File: config.mk
export PLATFORM = sky130hd
export DESIGN_NAME = rr_arbiter
export DESIGN_NICKNAME = d
export VERILOG_FILES = /design/src/rtl/rr_arbiter.sv
export SDC_FILE = /design/constraint.sdc
export NUM_CORES = 1
export LEC_CHECK = 0
export CAP_MARGIN = 20
export CORE_ASPECT_RATIO = 1.5
export CORE_MARGIN = 4
export CORE_UTILIZATION = 35
export DETAILED_ROUTE_END_ITERATION = 10
export GPL_ROUTABILITY_DRIVEN = 0
export HOLD_SLACK_MARGIN = 0.06
export PLACE_DENSITY = 0.66
export SKIP_CTS_REPAIR_TIMING = 1
export SYNTH_ARGS = -nofsm -noshare
export SYNTH_HDL_FRONTEND = slang
export SYNTH_SLANG_ARGS = --single-unit
File: constraint.sdc
create_clock -name clk -period 2.4 [get_ports clk]
set_clock_uncertainty 0.1 [all_clocks]
set_input_delay 0.48 -clock clk [delete_from_list [all_inputs] [get_ports clk]]
set_output_delay 0.48 -clock clk [all_outputs]
set_load 0.02 [all_outputs]
File: src/rtl/rr_arbiter.sv
// rr_arbiter: N-channel grant controller with fixed-priority or round-robin
// selection, registered one-hot grant, and optional hold-time preemption.
// A release (voluntary or forced) always costs one idle cycle before the next
// grant, and the previous owner competes normally in that cycle.

module rr_arbiter #(
    parameter int N        = 4,
    parameter int MODE     = 1,
    parameter int MAX_HOLD = 16,
    parameter int IDW      = $clog2(N)
) (
    input  logic           clk,
    input  logic           rst,
    input  logic [N-1:0]   req,
    output logic [N-1:0]   gnt,
    output logic           gnt_valid,
    output logic [IDW-1:0] gnt_id,
    output logic           preempt
);

    // One-hot state encoding so that any corrupted pattern is detectably illegal.
    typedef enum logic [1:0] {
        ST_IDLE = 2'b01,
        ST_BUSY = 2'b10
    } state_t;

    localparam logic [7:0]     MAX_HOLD_C = 8'(MAX_HOLD);
    localparam logic [IDW-1:0] LAST_IDX_C = IDW'(N - 1);
    localparam logic [IDW-1:0] ONE_IDX_C  = IDW'(1'b1);
    localparam logic [N-1:0]   ONE_HOT_C  = {{(N-1){1'b0}}, 1'b1};

    state_t         state_r;
    state_t         state_s;
    logic [7:0]     hold_cnt_r;
    logic [7:0]     hold_cnt_s;
    logic [IDW-1:0] ptr_r;
    logic [IDW-1:0] ptr_s;
    logic [N-1:0]   gnt_r;
    logic [N-1:0]   gnt_s;
    logic           gnt_valid_r;
    logic           gnt_valid_s;
    logic [IDW-1:0] gnt_id_r;
    logic [IDW-1:0] gnt_id_s;
    logic           preempt_r;
    logic           preempt_s;
    logic [IDW-1:0] search_start_s;
    logic [IDW-1:0] winner_s;
    logic           owner_req_s;
    logic           others_req_s;

    // First requesting channel found when scanning upward from start with wrap.
    function automatic logic [IDW-1:0] pick_winner(
        input logic [N-1:0]   r,
        input logic [IDW-1:0] start
    );
        logic [IDW-1:0] win;
        logic [IDW-1:0] cand;
        logic           found;
        win   = '0;
        cand  = start;
        found = 1'b0;
        for (int i = 0; i < N; i++) begin
            if (!found && r[cand]) begin
                win   = cand;
                found = 1'b1;
            end else begin
                win   = win;
                found = found;
            end
            if (cand == LAST_IDX_C) begin
                cand = '0;
            end else begin
                cand = cand + ONE_IDX_C;
            end
        end
        return win;
    endfunction

    // Fixed priority always scans from channel 0; round-robin scans from ptr.
    assign search_start_s = (MODE == 1) ? ptr_r : '0;
    assign winner_s       = pick_winner(req, search_start_s);
    assign owner_req_s    = req[gnt_id_r];
    assign others_req_s   = |(req & ~gnt_r);

    // Next-state, counter, pointer and output computation.
    always_comb begin
        state_s     = state_r;
        hold_cnt_s  = hold_cnt_r;
        ptr_s       = ptr_r;
        gnt_s       = gnt_r;
        gnt_valid_s = gnt_valid_r;
        gnt_id_s    = gnt_id_r;
        preempt_s   = 1'b0;
        case (state_r)
            ST_IDLE: begin
                if (|req) begin
                    state_s     = ST_BUSY;
                    hold_cnt_s  = 8'd1;
                    gnt_s       = ONE_HOT_C << winner_s;
                    gnt_valid_s = 1'b1;
                    gnt_id_s    = winner_s;
                    if (MODE == 1) begin
                        if (winner_s == LAST_IDX_C) begin
                            ptr_s = '0;
                        end else begin
                            ptr_s = winner_s + ONE_IDX_C;
                        end
                    end else begin
                        ptr_s = '0;
                    end
                end else begin
                    state_s     = ST_IDLE;
                    hold_cnt_s  = 8'd0;
                    gnt_s       = '0;
                    gnt_valid_s = 1'b0;
                    gnt_id_s    = '0;
                end
            end
            ST_BUSY: begin
                if (!owner_req_s) begin
                    state_s     = ST_IDLE;
                    hold_cnt_s  = 8'd0;
                    gnt_s       = '0;
                    gnt_valid_s = 1'b0;
                    gnt_id_s    = '0;
                end else if ((MAX_HOLD_C != 8'd0) && (hold_cnt_r == MAX_HOLD_C) && others_req_s) begin
                    state_s     = ST_IDLE;
                    hold_cnt_s  = 8'd0;
                    gnt_s       = '0;
                    gnt_valid_s = 1'b0;
                    gnt_id_s    = '0;
                    preempt_s   = 1'b1;
                end else begin
                    state_s = ST_BUSY;
                    if (hold_cnt_r < MAX_HOLD_C) begin
                        hold_cnt_s = hold_cnt_r + 8'd1;
                    end else begin
                        hold_cnt_s = hold_cnt_r;
                    end
                end
            end
            default: begin
                state_s     = ST_IDLE;
                hold_cnt_s  = 8'd0;
                gnt_s       = '0;
                gnt_valid_s = 1'b0;
                gnt_id_s    = '0;
            end
        endcase
    end

    // State and registered outputs; reset clears everything without a clock.
    always_ff @(posedge clk or negedge rst) begin
        if (!rst) begin
            state_r     <= ST_IDLE;
            hold_cnt_r  <= 8'd0;
            ptr_r       <= '0;
            gnt_r       <= '0;
            gnt_valid_r <= 1'b0;
            gnt_id_r    <= '0;
            preempt_r   <= 1'b0;
        end else begin
            state_r     <= state_s;
            hold_cnt_r  <= hold_cnt_s;
            ptr_r       <= ptr_s;
            gnt_r       <= gnt_s;
            gnt_valid_r <= gnt_valid_s;
            gnt_id_r    <= gnt_id_s;
            preempt_r   <= preempt_s;
        end
    end

    assign gnt       = gnt_r;
    assign gnt_valid = gnt_valid_r;
    assign gnt_id    = gnt_id_r;
    assign preempt   = preempt_r;

endmodule

==> results of run 1 <==
==> final cells by class <==
type                    count  area [um^2]  area share [%]
clock buffers               4        55.05           3.274
inverters                   9        33.78           2.009
multi-input cells         111        764.5           45.46
flip-flops and latches     20        501.7           29.84
well taps                  43        53.80           3.199
repair buffers             32        272.8           16.22
==> cells in the final DEF, fill, tap and decap left out, drive strengths merged, types with 2 or more instances in the layout <==
master / n
nor3b: 2
nor4: 2
nand2b: 7
buf: 19
ha: 9
nand3: 2
nor2: 12
a2bb2oi: 4
clkdlybuf4s50: 13
mux2i: 7
a21oi: 6
nor2b: 4
inv: 8
clkbuf: 4
nand2: 20
dfrtp: 19
nor3: 5
o21ai: 12
==> final timing paths <==
check	slack, ns	startpoint	to	cells past startpoint
max	0.13	req[0]	gnt[2]	10
min	0.38	gnt_valid	gnt_valid	2
max reg2reg	0.15	ptr_r[1]	gnt[0]	9
min reg2reg	0.38	gnt_valid	gnt_valid	2
max in group asynchronous	1.48	rst	state_r[0]	2
min in group asynchronous	0.45	rst	hold_cnt_r[6]	2
==> tightest hold or removal path, stage by stage (launching register included) <==
cell     delay, ns
dfrtp_1       0.34
nand2_1       0.05
nand2_1       0.06
==> sequential cells by signal, summed over array words and instances (netlist names) <==
register	flops
hold_cnt_r	8
gnt	4
ptr_r	2
preempt	1
gnt_valid	1
gnt_id	2
state_r	2
==> stage by stage <==
step | setup WS (ns) | total power [mW] | util, % | hold WS (ns) | std cells
detailed placement | -0.1115 | 1.729 | 43.87 | 0.3760 | 215
global route | -0.02689 | 2.173 | 45.67 | 0.4434 | 219
global placement | -0.04654 | 1.696 | 43.87 | 0.3772 | 215
floorplan | 0.1170 | 1.280 | - | 0.08441 | 149
CTS | 0.06824 | 1.993 | 45.36 | 0.3925 | 219
finish | 0.1323 | 2.011 | 45.67 | 0.3848 | 219
==> metal layers <==
layer	GRT usage (%)	vias up	share of wire (%)
met1	15.18	556	41
met2	23.50	30	51
li1	-	574	-
met3	2.322	8	3.9
met4	8.017	0	3.3
met5	0	-	0
==> where the power goes <==
| part | switching (mW) | total [mW] | leakage (nW) | internal (mW) |
|---|---|---|---|---|
| Sequential | 0.0610 | 0.491 | 0.266 | 0.430 |
| Clock | 0.113 | 0.259 | 0.0288 | 0.146 |
| Combinational | 0.638 | 1.26 | 0.445 | 0.623 |
==> cell usage after synthesis (all sizes together) (2+ instances only) <==
library cell,number,area share (%)
nor3b,2,1.1
nand2,20,5.6
o21ai,12,4.5
clkbuf,2,0.56
nor3,5,1.9
nand3,2,0.75
buf,7,3.0
nor2b,4,1.9
ha,9,8.4
a2bb2oi,4,3.1
nand2b,7,3.3
inv,8,2.2
nor2,12,4.1
dfrtp,19,36
a21oi,6,2.2
mux2i,7,5.2
nor4,2,0.94
==> cells by family (layout without fill, tap and decap cells) <==
group,after synthesis,after routing
compound gates,35,35
simple gates,58,58
buf+inv,18,45
mux,9,9
flops,20,20
fa+ha+maj,9,9
==> impl_results.md, run 1 <==
* Via Count at 1168
* Status: finished, final reports clean
* Number of synthesized register bits at 20
* IO Pins at 14
* Detailed Route WL at 3115 um
* Design area at 1682 um^2
* DRC at 0
* Synth warn at 0
* Layout cell share with drive strength beyond 1 at 18.75%
* Final net count at 192
* Async set-reset flop share out of synthesis at 100.0%
* CTS Buf Count at 3
* Xor-xnor portion of the synthesized cell area at 0%
* Mapped Cells at 149
* Largest family of logic cells by synthesized area: simple AND/OR/NAND/NOR gates
* Routed length per instance at 14.22 um
* Worst Setup Start Kind: primary input
* WP buf/inv at 2
* Seq/Total Area, Yosys at 37.55%
* Arr. time, crit path at 2.32 ns
* Chip Height at 83.68 um
* Worst rel slew slack at 65.87%
* Chip Width at 58.45 um
* Synth Area in Adders at 8.427%
* Period Utilization, post-route at 94.49%
* Mux cell area share after synthesis at 7.772%
* Total track usage at 13.69%
* CP cell instances: clkdlybuf4s50_1 > mux2i_1 > mux2i_2 > nor2_4 > a2bb2oi_1 > nor2_1 > buf_4 > ha_1 > nand2_1 > o21ai_1
* Initial Utilization at 36.29%
* PortBufs at 13
* Worst-Skew Late Latency at 0.26 ns
* H-tree depth at 1
* CTS tree: built
* Final-layout fill cell count at 350
* Slowest-stage cell, CP: clkdlybuf4s50_1
* Worst slew pin tran at 0.5109 ns
* Placeable Area at 3682 um^2
* Max VDD drop at 0.0005532 V
* CP endpoint kind: register
* Pleak at 0.7395 nW
* First-pass GRT wire length at 5285 um
* Crit path max-delay family: buffers and inverters
* Clk buf depth at 2
* Crit path kind: in -> reg
* Post-route antenna net violation count at 0
* EDFF count, synth at 0
* Post-Syn Nets at 164
* Drt first pass iters at 4
* Initial antenna violation count at 0
* Area of the mapped netlist at 1336 um^2
* Max incr delay on CP at 0.55 ns
* # clock sinks at 20
* Syn_area_per_cell at 8.968 um^2
* Final hold violations at 0
* Final setup violating endpoints at 0
* Detailed Place HPWL at 2380 um
* Setup TNS at 0 ns
* DR vias/cell at 5.333
* Final worst path period need at 2.268 ns
* Synth cell types at 44
* Rows at 27
* PwrDens at 1196 nW/um^2
* Max Cap Viol at 0
* Root Buffer: clkbuf_8
* Max Fclk at 0.4410 GHz
* CP Max Fanout at 5
* Iter 0 DRT Violations at 61
* Post-Synth Simple-Gate Area at 21.63%
* Die area at 4891 um^2
* Largest net degree at the start of global routing at 21
* Placed Instance Area at 1615 um^2
* Worst-path clk slew at 0.08 ns
* RSZ-0062 raised after global routing: yes
* Ant diodes at 0
* Number of global-route vias before repair at 1211
* Area grow syn2layout at 25.84%
* Commonest register cell after synthesis: dfrtp_1
* WP data required at 2.46 ns
* Slew Limit Fails at 0
* Post-synthesis compound-gate area fraction at 18.54%
* Total gr overflow at 0
* HP Class: reg -> reg
No activity file was read; power rests on OpenSTA's default activity.
==> inputs of run 2 (changes only) <==
--- a/config.mk
+++ b/config.mk
@@ -9,6 +9,7 @@
 export CORE_ASPECT_RATIO = 1.5
 export CORE_MARGIN = 4
 export CORE_UTILIZATION = 35
+export CTS_CLUSTER_SIZE = 25
 export DETAILED_ROUTE_END_ITERATION = 10
 export GPL_ROUTABILITY_DRIVEN = 0
 export HOLD_SLACK_MARGIN = 0.06
==> constraint.sdc (replaced) <==
create_clock -name clk -period 1.8 [get_ports clk]
set_clock_uncertainty 0.1 [all_clocks]
set_input_delay 0.36 -clock clk [delete_from_list [all_inputs] [get_ports clk]]
set_output_delay 0.36 -clock clk [all_outputs]
set_load 0.02 [all_outputs]
==> impl_results.md, run 2 (same netlist as run 1, synthesis figures left out) <==
* CP endpoint kind: register
* Worst slew pin tran at 0.5171 ns
* Worst Setup Start Kind: register
* Design area at 1908 um^2
* Worst-Skew Late Latency at 0.26 ns
* PwrDens at 1611 nW/um^2
* CP Max Fanout at 3
* Max Cap Viol at 0
* Final net count at 205
* Pleak at 0.8826 nW
* Total track usage at 13.62%
* Final worst slack at -0.4313 ns
* Ant diodes at 0
* Final setup violating endpoints at 13
* Drt first pass iters at 4
* Reg-to-reg slack, setup at -0.43 ns
* Initial antenna violation count at 0
* Chip Height at 83.68 um
* Layout cell share with drive strength beyond 1 at 32.80%
* Number of global-route vias before repair at 1196
* Reg with most FFs: hold_cnt_r
* Worst-path clk slew at 0.07 ns
* Arr. time, crit path at 2.29 ns
* Rows at 27
* Detailed Place HPWL at 2450 um
* Die area at 4891 um^2
* Placed Instance Area at 1689 um^2
* Final worst path period need at 2.231 ns
* Status: finished with violations
* DR vias/cell at 5.142
* WP data required at 1.86 ns
* Slew Limit Fails at 0
* Placeable Area at 3682 um^2
* RSZ-0062 raised after global routing: yes
* # clock sinks at 20
* R2R depth at 9
* Worst r2r src: ptr_r[0]
* Total power at 3.074 mW
* Worst Setup SP: ptr_r[0]
* Root Buffer: clkbuf_8
* Via Count at 1193
* Max Fclk at 0.4482 GHz
* Worst rel slew slack at 65.26%
* Post-route antenna net violation count at 0
* Max VDD drop at 0.0008681 V
* DRC at 0
* Largest net degree at the start of global routing at 15
* Period Utilization, post-route at 124.0%
* IO Pins at 14
* Total gr overflow at 0
* HP Class: in -> async
* PortBufs at 13
* Max FFs per register at 8
* CTS tree: built
* Initial Utilization at 36.29%
* Detailed Route WL at 3268 um
* DP Worst Slack at -0.5849 ns
* FF-to-FF End: gnt[1]
* Fin cells at 232
* First-pass GRT wire length at 5306 um
* Final hold violations at 0
* Chip Width at 58.45 um
* Most common library cell in the layout ignoring fill and taps: buf_4
* Leading cell types in the layout, fill and taps excluded: 30 x buf_4, 18 x nand2_1, 18 x dfrtp_1
* Inst Count DP at 223
* Setup TNS at -2.783 ns
* Crit path kind: reg -> reg
* Clk buf depth at 2
* Area grow syn2layout at 42.79%
* H-tree depth at 1
* Routed length per instance at 14.09 um
* CTS Buf Count at 3
* Failing checks: negative setup slack
* Iter 0 DRT Violations at 24
==> run 2: changes by cell type in the layout (fill, tap and decap cells not counted), moves of 3 or more <==
| cell | previous run | this run |
|---|---|---|
| dlymetal6s2s_1 | 0 | 5 |
| ha_1 | 8 | 5 |
| clkdlybuf4s50_1 | 13 | 8 |
| buf_4 | 19 | 30 |
| o21ai_2 | 0 | 3 |
==> run 2: worst max-delay path, stage by stage, from the launching register on <==
cell	delay, ns
dfrtp_1	0.41
ha_4	0.18
nor2_4	0.14
mux4_2	0.54
nor2_4	0.12
a2bb2oi_2	0.08
or2_1	0.27
ha_2	0.18
nand2_1	0.05
o21ai_1	0.05
==> run 2: worst max-delay path by stage <==
stage,endpoint,slack [ns],cells past startpoint
after global placement,ptr_r[1],-0.53,9
after detailed placement,ptr_r[1],-0.58,9
final,gnt[1],-0.43,9
after floorplan,gnt[1],-0.42,9
after CTS,ptr_r[1],-0.44,10
after global routing,ptr_r[1],-0.55,9
==> run 2: metal layers <==
| layer | wire length, um | vias up | global-route usage (%) |
|---|---|---|---|
| met2 | 1830 | 22 | 24.72 |
| met5 | 0 | - | 0 |
| met1 | 1230 | 556 | 15.04 |
| met3 | 115 | 9 | 1.858 |
| met4 | 91 | 0 | 5.907 |
| li1 | - | 606 | - |
==> run 2: power breakdown <==
part	internal (mW)	switching [mW]	total [mW]
clock	0.158	0.146	0.304
combinational	1.09	1.01	2.10
sequential	0.575	0.0930	0.668
total	1.82	1.25	3.07
==> run 2: stage by stage <==
step,hold WS [ns],utilization [%]
floorplan,-0.03559,-
global placement,0.3638,45.87
detailed placement,0.3760,45.87
CTS,0.2613,47.09
global route,0.2650,51.82
finish,0.2510,51.82
==> run 2: layout make-up <==
| type | instances | area, um^2 |
|---|---|---|
| Clock buffer | 4 | 45.04 |
| Multi-Input combinational cell | 111 | 882.1 |
| Tap cell | 43 | 53.80 |
| Inverter | 9 | 33.78 |
| Timing Repair Buffer | 45 | 390.4 |
| Fill cell | 335 | 1774 |
| Sequential cell | 20 | 503.0 |
==> inputs of run 3 (changes only) <==
--- a/config.mk
+++ b/config.mk
@@ -7,7 +7,7 @@
 export LEC_CHECK = 0
 export CAP_MARGIN = 20
 export CORE_ASPECT_RATIO = 1.5
-export CORE_MARGIN = 4
+export CORE_MARGIN = 3
 export CORE_UTILIZATION = 35
 export CTS_CLUSTER_SIZE = 25
 export DETAILED_ROUTE_END_ITERATION = 10
==> impl_results.md, run 3 (same netlist as run 1, synthesis figures left out) <==
* Rows at 26
* Slowest-stage cell, CP: mux4_2
* Slew Limit Fails at 0
* Chip Width at 56.45 um
* Clk buf depth at 2
* Total gr overflow at 0
* Max FFs per register at 8
* R2R depth at 9
* Worst slew pin tran at 0.4499 ns
* IO Pins at 14
* Design area at 1944 um^2
* Placed Instance Area at 1710 um^2
* CP Max Fanout at 4
* CTS Buf Count at 3
* Die area at 4611 um^2
* Max Fclk at 0.4509 GHz
* Max Cap Viol at 0
* Arr. time, crit path at 2.26 ns
* Inst Count DP at 225
* Final worst slack at -0.4177 ns
* Placeable Area at 3546 um^2
* DRC at 0
* CP cell instances: buf_4 > nor2_4 > mux4_2 > nor2_4 > a2bb2oi_2 > or2_1 > ha_1 > nand2_1 > o21ai_1
* Final setup violating endpoints at 8
* Worst Setup Start Kind: register
* WP buf/inv at 1
* Final net count at 206
* H-tree depth at 1
* Layout cell share with drive strength beyond 1 at 32.63%
* Post-route antenna net violation count at 0
* HP Class: in -> async
* Initial Utilization at 37.69%
* Worst-Skew Late Latency at 0.25 ns
* Initial antenna violation count at 0
* PortBufs at 13
* WP data required at 1.84 ns
* Worst-path clk slew at 0.07 ns
* Pleak at 0.9194 nW
* Max VDD drop at 0.0009914 V
* Via Count at 1212
* Leading cell types in the layout, fill and taps excluded: 29 x buf_4, 19 x nand2_1, 17 x dfrtp_1
* Worst path depth at 9
* Area grow syn2layout at 45.51%
* Final-layout fill cell count at 308
* First-pass GRT wire length at 5540 um
* Crit path max-delay family: simple AND/OR/NAND/NOR gates
* # clock sinks at 20
* Period Utilization, post-route at 123.2%
* Iter 0 DRT Violations at 44
* Chip Height at 81.68 um
* Max incr delay on CP at 0.54 ns
* PwrDens at 1560 nW/um^2
* Crit path kind: reg -> reg
* CTS tree: built
* Number of global-route vias before repair at 1255
* Final worst path period need at 2.218 ns
* Ant diodes at 0
* DR vias/cell at 5.224
* Final hold violations at 0
* Detailed Place HPWL at 2572 um
* RSZ-0062 raised after global routing: yes
* Total track usage at 15.11%
* Largest net degree at the start of global routing at 14
* Reg with most FFs: hold_cnt_r
* Hold slack at 0.2822 ns
* Routed length per instance at 14.63 um
* CP endpoint kind: register
* Status: finished with violations
* Detailed Route WL at 3393 um
* Critical Path Most Common Cell: nor2_4
* Root Buffer: clkbuf_8
* Most common library cell in the layout ignoring fill and taps: buf_4
* Fin cells at 232
* Failing checks: negative setup slack
* Drt first pass iters at 4
* Worst rel slew slack at 69.78%
[run 3: cell types whose count changed in the layout (fill, tap and decap cells not counted), moves of 2 or more]
cell,change
nor2b_1,-2
o21ai_2,-2
dlymetal6s2s_1,+2
nand2_4,-2
ha_2,-3
ha_1,+2
buf_6,+2
clkdlybuf4s50_1,-2
[run 3: path summary, 6_finish.rpt]
kind,slack [ns],to,from
setup / recovery,-0.42,gnt[1],ptr_r[0]
hold / removal,0.28,hold_cnt_r[0],rst
setup reg to reg,-0.42,gnt[1],ptr_r[0]
hold reg to reg,0.40,gnt_valid,gnt_valid
max in group asynchronous,0.80,hold_cnt_r[4],rst
min in group clk,0.40,gnt_valid,gnt_valid
[run 3: cell type report]
type                            count  area, um^2  area share, %
Tap cell                           42       52.55          2.703
Inverter                            9       33.78          1.737
Timing Repair Buffer               46       410.4          21.11
Sequential cell                    20       504.2          25.93
Clock buffer                        4       55.05          2.831
Multi-Input combinational cell    111       888.4          45.69
[run 3: report_power, final]
group / switching [mW] / internal (mW) / total, mW / leakage [nW]
combinational: 0.974 / 1.04 / 2.01 / 0.627
clock: 0.144 / 0.194 / 0.338 / 0.0288
sequential: 0.103 / 0.576 / 0.680 / 0.263
total: 1.22 / 1.81 / 3.03 / 0.919
[run 3: per-stage QoR]
| step | setup WS [ns] | utilization (%) | power [mW] | setup TNS, ns |
|---|---|---|---|---|
| after CTS | -0.4416 | 49.79 | 2.789 | -4.580 |
| after global placement | -0.5432 | 48.24 | 2.377 | -7.841 |
| after global routing | -0.5244 | 54.83 | 3.252 | -3.114 |
| after floorplan | -0.4184 | - | 1.736 | -2.003 |
| after detailed placement | -0.6344 | 48.24 | 2.439 | -9.118 |
| final | -0.4177 | 54.83 | 3.033 | -2.328 |
[run 3: per-layer routing]
layer | wire (um) | part of all wire (%) | GRT usage [%]
met4 | 34 | 1.0 | 6.176
met2 | 1926 | 57 | 29.75
met1 | 1361 | 40 | 16.07
met5 | 0 | 0 | 0
met3 | 70 | 2.1 | 1.572
